===== src/rtl/cc_serializer_sched_if.sv =====
// Bundles the hit, refill, FIFO-write and serializer-monitor signals of the line scheduler.
// No logic of its own. Timing is set by cc_serializer_sched.
// Backpressure is carried by the ready signals and the FIFO full/afull flags.
interface cc_serializer_sched_if;
    logic         hit_valid_i;
    logic [517:0] hit_data_i;
    logic         hit_ready_o;
    logic         miss_valid_i;
    logic [517:0] miss_data_i;
    logic         miss_ready_o;
    logic         fifo_full_i;
    logic         fifo_afull_i;
    logic         fifo_wren_o;
    logic [517:0] fifo_wdata_o;
    logic         rvalid_i;
    logic         rready_i;
    logic         rlast_i;

    // Scheduler side
    modport slave (
        input  hit_valid_i, hit_data_i,
        output hit_ready_o,
        input  miss_valid_i, miss_data_i,
        output miss_ready_o,
        input  fifo_full_i, fifo_afull_i,
        output fifo_wren_o, fifo_wdata_o,
        input  rvalid_i, rready_i, rlast_i
    );

    // Requester, FIFO and serializer side
    modport master (
        output hit_valid_i, hit_data_i,
        input  hit_ready_o,
        output miss_valid_i, miss_data_i,
        input  miss_ready_o,
        output fifo_full_i, fifo_afull_i,
        input  fifo_wren_o, fifo_wdata_o,
        output rvalid_i, rready_i, rlast_i
    );
endinterface


===== src/rtl/cc_serializer_sched.sv =====
// Round-robin scheduler: hit-return vs miss-refill lines into the serializer FIFO.
// Latency: the accept cycle is followed by the registered FIFO write on the next cycle.
// Backpressure: grants stop on FIFO full, afull with a pending write, or when the in-flight credit limit is reached.
module cc_serializer_sched #(
    parameter int MAX_LINES = 4,
    parameter int CNT_W     = 3
) (
    input  logic                 clk,
    input  logic                 rst,
    cc_serializer_sched_if.slave bus,
    output logic [CNT_W-1:0]     inflight_o,
    output logic                 idle_o,
    output logic                 err_o
);
    localparam logic [CNT_W:0] MAX_C = (CNT_W+1)'(MAX_LINES);

    logic           grant_en;
    logic           pick_hit;
    logic           grant;
    logic           last_was_miss;
    logic           inc;
    logic           dec;
    logic           cnt_ovf;
    logic           cnt_unf;
    logic           err_set;
    logic [517:0]   win_data;
    logic [CNT_W:0] pending;

    // Grant enable from registered state only, then arbitration between the two paths
    always_comb begin
        pending  = {1'b0, inflight_o} + {{CNT_W{1'b0}}, bus.fifo_wren_o};
        grant_en = !bus.fifo_full_i
                && !(bus.fifo_afull_i && bus.fifo_wren_o)
                && (pending < MAX_C);
        // Hit wins when alone, or on a tie when the previous grant went to miss
        pick_hit = bus.hit_valid_i && (!bus.miss_valid_i || last_was_miss);
        bus.hit_ready_o  = grant_en && pick_hit;
        bus.miss_ready_o = grant_en && bus.miss_valid_i && !pick_hit;
        grant    = bus.hit_ready_o || bus.miss_ready_o;
        win_data = pick_hit ? bus.hit_data_i : bus.miss_data_i;
    end

    // Registered FIFO write port and round-robin pointer; data holds between writes
    always_ff @(posedge clk) begin
        if (rst) begin
            bus.fifo_wren_o  <= 1'b0;
            bus.fifo_wdata_o <= '0;
            last_was_miss    <= 1'b1;
        end else begin
            bus.fifo_wren_o <= grant;
            if (grant) begin
                bus.fifo_wdata_o <= win_data;
                last_was_miss    <= !pick_hit;
            end
        end
    end

    // Credit events: a write adds a line, a serializer last-beat handshake retires one
    always_comb begin
        inc     = bus.fifo_wren_o;
        dec     = bus.rvalid_i && bus.rready_i && bus.rlast_i;
        cnt_ovf = inc && !dec && ({1'b0, inflight_o} == MAX_C);
        cnt_unf = dec && !inc && (inflight_o == '0);
        err_set = (grant && (win_data[514:512] != 3'd0))
               || (bus.fifo_wren_o && bus.fifo_full_i)
               || cnt_ovf || cnt_unf;
    end

    // In-flight counter, saturating at both ends
    always_ff @(posedge clk) begin
        if (rst) begin
            inflight_o <= '0;
        end else if (inc && !dec && !cnt_ovf) begin
            inflight_o <= inflight_o + 1'b1;
        end else if (dec && !inc && !cnt_unf) begin
            inflight_o <= inflight_o - 1'b1;
        end
    end

    // Sticky protocol error, cleared only by reset
    always_ff @(posedge clk) begin
        if (rst) begin
            err_o <= 1'b0;
        end else if (err_set) begin
            err_o <= 1'b1;
        end
    end

    assign idle_o = (inflight_o == '0) && !bus.fifo_wren_o;
endmodule


===== src/flat_wrapper.sv =====
// flat-port wrapper written by rule: the top's interface ports become plain ports
module cc_serializer_sched_flat 
#(
    parameter int MAX_LINES = 4,
    parameter int CNT_W     = 3
)
  (clk, rst, inflight_o, idle_o, err_o, bus_hit_valid_i, bus_hit_data_i, bus_hit_ready_o, bus_miss_valid_i, bus_miss_data_i, bus_miss_ready_o, bus_fifo_full_i, bus_fifo_afull_i, bus_fifo_wren_o, bus_fifo_wdata_o, bus_rvalid_i, bus_rready_i, bus_rlast_i);
  cc_serializer_sched_if bus_i ();
  input  logic clk;
  input  logic rst;
  output logic [CNT_W-1:0] inflight_o;
  output logic idle_o;
  output logic err_o;
  input wire logic [$bits(bus_i.hit_valid_i)-1:0] bus_hit_valid_i;
  input wire logic [$bits(bus_i.hit_data_i)-1:0] bus_hit_data_i;
  output wire logic [$bits(bus_i.hit_ready_o)-1:0] bus_hit_ready_o;
  input wire logic [$bits(bus_i.miss_valid_i)-1:0] bus_miss_valid_i;
  input wire logic [$bits(bus_i.miss_data_i)-1:0] bus_miss_data_i;
  output wire logic [$bits(bus_i.miss_ready_o)-1:0] bus_miss_ready_o;
  input wire logic [$bits(bus_i.fifo_full_i)-1:0] bus_fifo_full_i;
  input wire logic [$bits(bus_i.fifo_afull_i)-1:0] bus_fifo_afull_i;
  output wire logic [$bits(bus_i.fifo_wren_o)-1:0] bus_fifo_wren_o;
  output wire logic [$bits(bus_i.fifo_wdata_o)-1:0] bus_fifo_wdata_o;
  input wire logic [$bits(bus_i.rvalid_i)-1:0] bus_rvalid_i;
  input wire logic [$bits(bus_i.rready_i)-1:0] bus_rready_i;
  input wire logic [$bits(bus_i.rlast_i)-1:0] bus_rlast_i;
  assign bus_i.hit_valid_i = bus_hit_valid_i;
  assign bus_i.hit_data_i = bus_hit_data_i;
  assign bus_hit_ready_o = bus_i.hit_ready_o;
  assign bus_i.miss_valid_i = bus_miss_valid_i;
  assign bus_i.miss_data_i = bus_miss_data_i;
  assign bus_miss_ready_o = bus_i.miss_ready_o;
  assign bus_i.fifo_full_i = bus_fifo_full_i;
  assign bus_i.fifo_afull_i = bus_fifo_afull_i;
  assign bus_fifo_wren_o = bus_i.fifo_wren_o;
  assign bus_fifo_wdata_o = bus_i.fifo_wdata_o;
  assign bus_i.rvalid_i = bus_rvalid_i;
  assign bus_i.rready_i = bus_rready_i;
  assign bus_i.rlast_i = bus_rlast_i;
  cc_serializer_sched #(.MAX_LINES(MAX_LINES), .CNT_W(CNT_W)) u_core (.clk(clk), .rst(rst), .bus(bus_i), .inflight_o(inflight_o), .idle_o(idle_o), .err_o(err_o));
endmodule

===== config.mk =====
export PLATFORM = sky130hd
export DESIGN_NAME = cc_serializer_sched_flat
export DESIGN_NICKNAME = d
export VERILOG_FILES = /design/src/rtl/cc_serializer_sched_if.sv /design/src/rtl/cc_serializer_sched.sv /design/src/flat_wrapper.sv
export SDC_FILE = /design/constraint.sdc
export NUM_CORES = 1
export LEC_CHECK = 0
export BUFFER_PORTS_ARGS = -buffer_cell sky130_fd_sc_hd__buf_4
export CORE_AREA = 2 2 616 618
export DETAILED_ROUTE_END_ITERATION = 8
export DIE_AREA = 0 0 618 620
export PLACE_DENSITY = 0.3
export SYNTH_ARGS = -nofsm -noshare
export SYNTH_HDL_FRONTEND = slang
export SYNTH_SLANG_ARGS = --single-unit

===== constraint.sdc =====
create_clock -name clk -period 2.6 [get_ports clk]
set_input_delay 0.13 -clock clk [delete_from_list [all_inputs] [get_ports clk]]
set_output_delay 0.13 -clock clk [all_outputs]
set_load 0.005 [all_outputs]

==> results.md, run 1 <==
* Status: finished, final reports clean
* Crit share post-route at 0.965
* Total chip power at 29.3 mW
* Synth unique cells at 33
* Yosys reg bits at 524
* Die height at 620 um
* Final Slew Violations at 0
* Max cap viols at 0
* Synth Area in Adders at 0.000894
* Via count at 34.0k
* Largest net degree at the start of global routing at 106
* Hold endpoint: u_core.err_o$_SDFFE_PP0P_
* Pwr Density at 538 nW/um^2
* Final min period at 2510 ps
* Fin worst setup slack at 91.7 ps
* Post-synth top area cell: dfxtp_1
* Ys async rst share at 0
* CTS root buffer: clkbuf_16
* Vias in the first global route at 34.7k
* Multi-input gate area at 10700 um^2
* Hold Crit Start: bus_hit_valid_i
* Clock tree sinks at 524
* Crit path max fanout at 4
* Fin util at 0.144
* Layout Nets at 6538
* Worst-path clk slew at 70 ps
* Crit path arrival time at 3260 ps
* Share of cells above drive strength 1 at 0.333
* Initial DRC count at 2092
* First-pass DRT Iterations at 6
* DP Worst Slack at 217 ps
* Die ar. at 383000 um^2
* Cell Count, Final, Fillers Out at 10.7k
* CP startpoint kind: primary input
* Mapped Area at 22400 um^2
* Final Hold Viols at 0
* CTS H-Tree Depth at 3
* Synthesized area per cell at 7.65 um^2
* Post-synthesis xor/xnor area fraction at 0
* Skew-Pair Late Insertion Delay at 800 ps
* Port Buffers at 1570
* Total GRT Usage at 0.140
* Starting Density at 0.0593
* Max Clock Skew at 56.8 ps
* Synth area leaders: dfxtp_1, a311oi_1, nand2_1
* Layout area overhead at 143%
* Antenna Nets Post-Route at 0
* Initial antenna violation count at 251
* Reg area at 10500 um^2
* Mux contribution to synthesized area at 0.000950
* Worst R2R Start: u_core.inflight_o[1]$_SDFFE_PP0P_
* DRC viols at 0
* TritonCTS Buffers at 84
* Crit path capture type: flip-flop
* CTS Buffer Depth at 4
* Worst Path Required at 3350 ps
* Number of flops mapped to enable cells by yosys at 0
* Hold path depth at 4
* Synth top cells by count: nand2_1, dfxtp_1, nor2_1, a311oi_1, clkbuf_1
* Final setup viols at 0
* DP Wirelength at 242000 um
* HP Class: primary input to flip-flop
* Placed cells at 9365
* Worst slew margin at 0.429
* IO Pins at 1571
* Worst-margin pin slew at 856 ps
* Largest family of logic cells by synthesized area: simple AND/OR/NAND/NOR gates
* CTS tree: built
* Total gr overflow at 0
* Synth Area in Simple Gates at 0.265
* Kind of critical path: primary input to flip-flop
* Syn nets at 3973
* Core ar. at 377000 um^2
* GPL Wtd Cong at 0.931
* DR vias/cell at 3.19
* Post-DR wirelength/cell at 26.4 um
* First-pass GRT wire length at 353000 um
* Top-count cell post-synth: nand2_1
* Fmax at 399 MHz
* Cells after Synth at 2927
* P_leak at 22.5 nW
* Yosys warnings at 0
* Depth of the worst register-to-register path at 7
* Seq/Total Area, Yosys at 0.469
* Routed WL at 282000 um
* Die Wd at 618 um
* Post-synth top area share at 0.469
* Fill count at 43.5k
* Primary FF master, synth: dfxtp_1
* Reg-to-reg endpoint: u_core.bus.fifo_wdata_o[278]$_SDFFE_PP0P_
* Max IR drop VDD at 0.408 mV
* Core Rows at 226
* R2R setup slack at 130 ps
* Compound-Gate Fraction of Synth Area at 0.209
cell families (layout without fill, tap and decap cells):
family          after synthesis  count (layout)
flops                       524             524
compound gates              535             535
buf+inv                     293            2915
simple gates               1572            1572
other cells                   0              99
mux                           2               2
fa+ha+maj                     1               1
critical path, cell delays in order:
cell and delay (ps):
dlygate4sd3_1 540, buf_4 130, nand3_1 150, dlygate4sd3_1 620, o211ai_1 150, fa_2 400, nor4_1 280, a311oi_1 80
a211oi_1 200, dlygate4sd3_1 570
state kept, by name, indices dropped and copies added (netlist names):
signal,count
u_core.bus.fifo_wren_o,1
u_core.inflight_o,3
u_core.err_o,1
u_core.last_was_miss,1
u_core.bus.fifo_wdata_o,518
metal layers:
layer / vias to the layer above / wire length, um / track usage
met5: - / 774 / 0.000253
met4: 118 / 11100 / 0.0484
met3: 539 / 22100 / 0.0439
met2: 1581 / 126000 / 0.223
met1: 16303 / 121000 / 0.176
li1: 15490 / - / -
worst max-delay path by stage:
stage / depth (start not counted) / start / slack (ps) / end
floorplan: 6 / u_core.bus.fifo_wren_o$_SDFF_PP0_ / 720 / u_core.inflight_o[2]$_SDFFE_PP0P_
finish: 10 / bus_rlast_i / 90 / u_core.inflight_o[2]$_SDFFE_PP0P_
detailed placement: 7 / u_core.inflight_o[1]$_SDFFE_PP0P_ / 220 / u_core.bus.fifo_wdata_o[149]$_SDFFE_PP0P_
CTS: 7 / u_core.inflight_o[1]$_SDFFE_PP0P_ / 20 / u_core.bus.fifo_wdata_o[504]$_SDFFE_PP0P_
global route: 7 / u_core.inflight_o[1]$_SDFFE_PP0P_ / -2 / u_core.bus.fifo_wdata_o[278]$_SDFFE_PP0P_
global placement: 7 / u_core.inflight_o[1]$_SDFFE_PP0P_ / 320 / u_core.bus.fifo_wdata_o[149]$_SDFFE_PP0P_
area by class of cell:
class                   count  share of cell area
clock buffers             119              0.0441
multi-input cells        2110               0.197
inverters                   3            0.000207
clock inverters            24             0.00419
flip-flops and latches    524               0.193
repair buffers           2769               0.442
well taps                5016               0.115
diodes                     99             0.00456
through the flow:
stage / hold WS (ps) / TNS (ps) / area (um^2)
after global placement: 407 / 0 / 40800
after detailed placement: 414 / 0 / 40800
after global routing: 40.5 / -2.00 / 54200
final: 46.4 / 0 / 54300
after CTS: 2.81 / 0 / 54000
after floorplan: 269 / 0 / 22400
report_power, final:
part           total, mW  switching [mW]  internal [mW]
registers           9.37           0.537           8.84
clock network       11.4            4.76           6.67
logic               8.46            4.34           4.11
cell usage in the layout (no fill, tap or decap), types with 2 or more instances in the layout:
cell and instances:
nor2b_1 3, inv_6 2, clkbuf_1 21, a31oi_1 2, diode_2 99, buf_16 3
buf_8 2, dfxtp_1 524, clkinv_2 14, nor4_1 2, clkbuf_16 87, dlygate4sd3_1 1050
clkinv_4 3, buf_12 38, bufinv_16 3, buf_4 1673, o211ai_1 3, a311oi_1 519
inv_1 3, nand2_1 1036, nand2b_1 2, nor2_1 522, clkbuf_8 12
repair_timing:
item	4_1_cts	5_1_grt
gates resized for setup	1	8
pin swaps	1	1
hold buffers	1050	0
setup endpoints to repair	2	18
buffers inserted	1	5
gates cloned	1	0
hold endpoints to repair	522	0
Power figures use the tool's default switching activity.
==> run 2, diff against run 1 <==
--- a/config.mk
+++ b/config.mk
@@ -5,11 +5,12 @@
 export SDC_FILE = /design/constraint.sdc
 export NUM_CORES = 1
 export LEC_CHECK = 0
+export ABC_AREA = 1
 export BUFFER_PORTS_ARGS = -buffer_cell sky130_fd_sc_hd__buf_4
-export CORE_AREA = 2 2 616 618
+export CORE_AREA = 2 2 608 610
 export DETAILED_ROUTE_END_ITERATION = 8
-export DIE_AREA = 0 0 618 620
-export PLACE_DENSITY = 0.3
+export DIE_AREA = 0 0 610 612
+export PLACE_DENSITY = 0.32
 export SYNTH_ARGS = -nofsm -noshare
 export SYNTH_HDL_FRONTEND = slang
 export SYNTH_SLANG_ARGS = --single-unit
==> constraint.sdc (replaced) <==
create_clock -name clk -period 2.5 [get_ports clk]
set_input_delay 0.125 -clock clk [delete_from_list [all_inputs] [get_ports clk]]
set_output_delay 0.125 -clock clk [all_outputs]
set_load 0.005 [all_outputs]
==> results.md, run 2 <==
* Fin worst setup slack at 46.4 ps
* Ys async rst share at 0
* CTS Buffer Depth at 4
* Layout area overhead at 111%
* Initial DRC count at 2549
* M1 wire length at 114000 um
* Final setup viols at 0
* Vias in the first global route at 40.8k
* Worst slew margin at 0.597
* Via count at 41.0k
* Layout Nets at 8635
* Synth unique cells at 18
* Antenna Nets Post-Route at 0
* Starting Density at 0.0777
* Port Buffers at 1570
* Core Rows at 223
* Largest net degree at the start of global routing at 113
* CTS root buffer: clkbuf_16
* Max cap viols at 0
* Post-DR wirelength/cell at 23.2 um
* DP Wirelength at 245000 um
* Top sig layer: met5
* Worst Path Required at 3190 ps
* Pwr Density at 542 nW/um^2
* Worst-margin pin slew at 605 ps
* CP startpoint kind: flip-flop
* Clock tree sinks at 524
* Routed WL at 291000 um
* Worst-path clk slew at 60 ps
* GPL Wtd Cong at 0.886
* DP Worst Slack at 377 ps
* Number of flops mapped to enable cells by yosys at 0
* Max Clock Skew at 35.6 ps
* Status: finished, final reports clean
* Total chip power at 32.6 mW
* Yosys warnings at 0
* DR vias/cell at 3.27
* Final Hold Viols at 0
* Seq/Total Area, Yosys at 0.368
* Total gr overflow at 0
* Mapped Area at 28500 um^2
* CTS H-Tree Depth at 3
* Total GRT Usage at 0.149
* Die height at 612 um
* Top-count cell post-synth: nand2_1
* Fin util at 0.164
* Largest register FFs at 518
* Yosys reg bits at 524
* Skew-Pair Late Insertion Delay at 810 ps
* Primary FF master, synth: dfxtp_1
* Die Wd at 610 um
* Final min period at 2450 ps
* Commonest cells after routing, fill and taps aside: nand2_1, buf_4, dlygate4sd3_1, nor2_1, inv_1
* Cells after Synth at 5076
* IO Pins at 1571
* Synth area leaders: dfxtp_1, nand2_1, nor2_1
* Kind of critical path: flip-flop to flip-flop
* Max IR drop VDD at 0.392 mV
* Crit path max fanout at 47
* Crit share post-route at 0.981
* Synth top cells by count: nand2_1, nor2_1, inv_1, nand3_1, dfxtp_1
* Met3 wire len at 26000 um
* Largest Register: u_core.bus.fifo_wdata_o
* HP Class: primary input to flip-flop
* First-pass DRT Iterations at 8
* Unrepaired setup endpoints after global routing: true
* DRC viols at 0
* Crit path capture type: flip-flop
* Fmax at 408 MHz
* Share of cells above drive strength 1 at 0.244
* Largest registers: u_core.bus.fifo_wdata_o (518), u_core.inflight_o (3)
* Die ar. at 373000 um^2
* TritonCTS Buffers at 85
* Core ar. at 367000 um^2
* P_leak at 30.6 nW
* First-pass GRT wire length at 375000 um
* Fill count at 42.8k
* Initial antenna violation count at 231
* Post-synth top area share at 0.368
* CTS tree: built
* Syn nets at 6122
* Synthesized area per cell at 5.62 um^2
* Routed length on met2 at 142000 um
* Commonest non-fill, non-tap cell in the layout: nand2_1
* Crit path arrival time at 3150 ps
* Post-synth top area cell: dfxtp_1
* Final Slew Violations at 0
* Total negative setup slack at 0 ps
* Hold slack at 123 ps
-- run 2: cell count changes after synthesis, sizes merged, moves of 118 or more --
cell	change
nand3	+529
nor2	+521
nand2	+1050
buf	+118
a311oi	-519
inv	+532
-- run 2: layer usage --
layer / vias up / GRT usage
li1: 20136 / -
met1: 18836 / 0.166
met2: 1456 / 0.260
met3: 487 / 0.0584
met4: 122 / 0.0415
met5: - / 0.00297
-- run 2: final timing paths --
path                                                    end                              start  cells after the start  slack (ps)
setup / recovery  u_core.bus.fifo_wdata_o[141]$_SDFFE_PP0P_  u_core.last_was_miss$_SDFFE_PP1P_                      9          50
hold / removal            u_core.bus.fifo_wren_o$_SDFF_PP0_                                rst                      3         120
setup reg to reg  u_core.bus.fifo_wdata_o[141]$_SDFFE_PP0P_  u_core.last_was_miss$_SDFFE_PP1P_                      9          50
hold reg to reg           u_core.last_was_miss$_SDFFE_PP1P_  u_core.last_was_miss$_SDFFE_PP1P_                      2         480
-- run 2: power by group --
part / switching [mW] / total [mW] / internal [mW] / leakage (nW)
registers: 0.575 / 9.83 / 9.26 / 4.33
logic: 5.32 / 10.5 / 5.22 / 25.0
clock network: 4.98 / 12.2 / 7.25 / 1.32
total: 10.9 / 32.6 / 21.7 / 30.6
-- run 2: kinds of logic after synthesis --
family,count (synthesis),synth area share
adders and majority gates,1,0.000701
and+or+nand+nor,3661,0.505
AOI/OAI and AO/OA,10,0.00232
buffers and inverters,880,0.124
DFF,524,0.368
-- run 2: repair_timing --
action                                   CTS  global route
cloned                                     1             3
hold endpoints to repair                 524             0
hold buffers                            1043             0
endpoints found under the setup margin     1            72
gates resized for setup                    5            28
pin swaps                                  1             0
buffers inserted                           1             0
-- run 2: final cells by class --
class | count | area, um^2 | area share
antenna | 52 | 130 | 0.00216
clock buffer | 129 | 2530 | 0.0421
clock inverter | 16 | 176 | 0.00293
inverter | 535 | 2020 | 0.0336
multi-input combinational | 3672 | 14600 | 0.242
sequential | 524 | 10500 | 0.174
tap | 4837 | 6050 | 0.101
timing repair buffer | 2771 | 24200 | 0.402
-- run 2: metrics by stage --
step,std cells,instance area [um^2]
3_3_place_gp,11292,46700
2_1_floorplan,5076,28500
3_5_place_dp,11292,46700
4_1_cts,12481,59900
6_report,12536,60200
5_1_grt,12513,60100
-- run 2: critical path: stages, from the launching register on --
cell and delay (ps):
dfxtp_1 340, inv_1 60, nand2_2 130, nand2_8 110
buf_12 170, nand2_1 360, nand2_1 180, dlygate4sd3_1 640
nor2_1 150, nor2_1 70
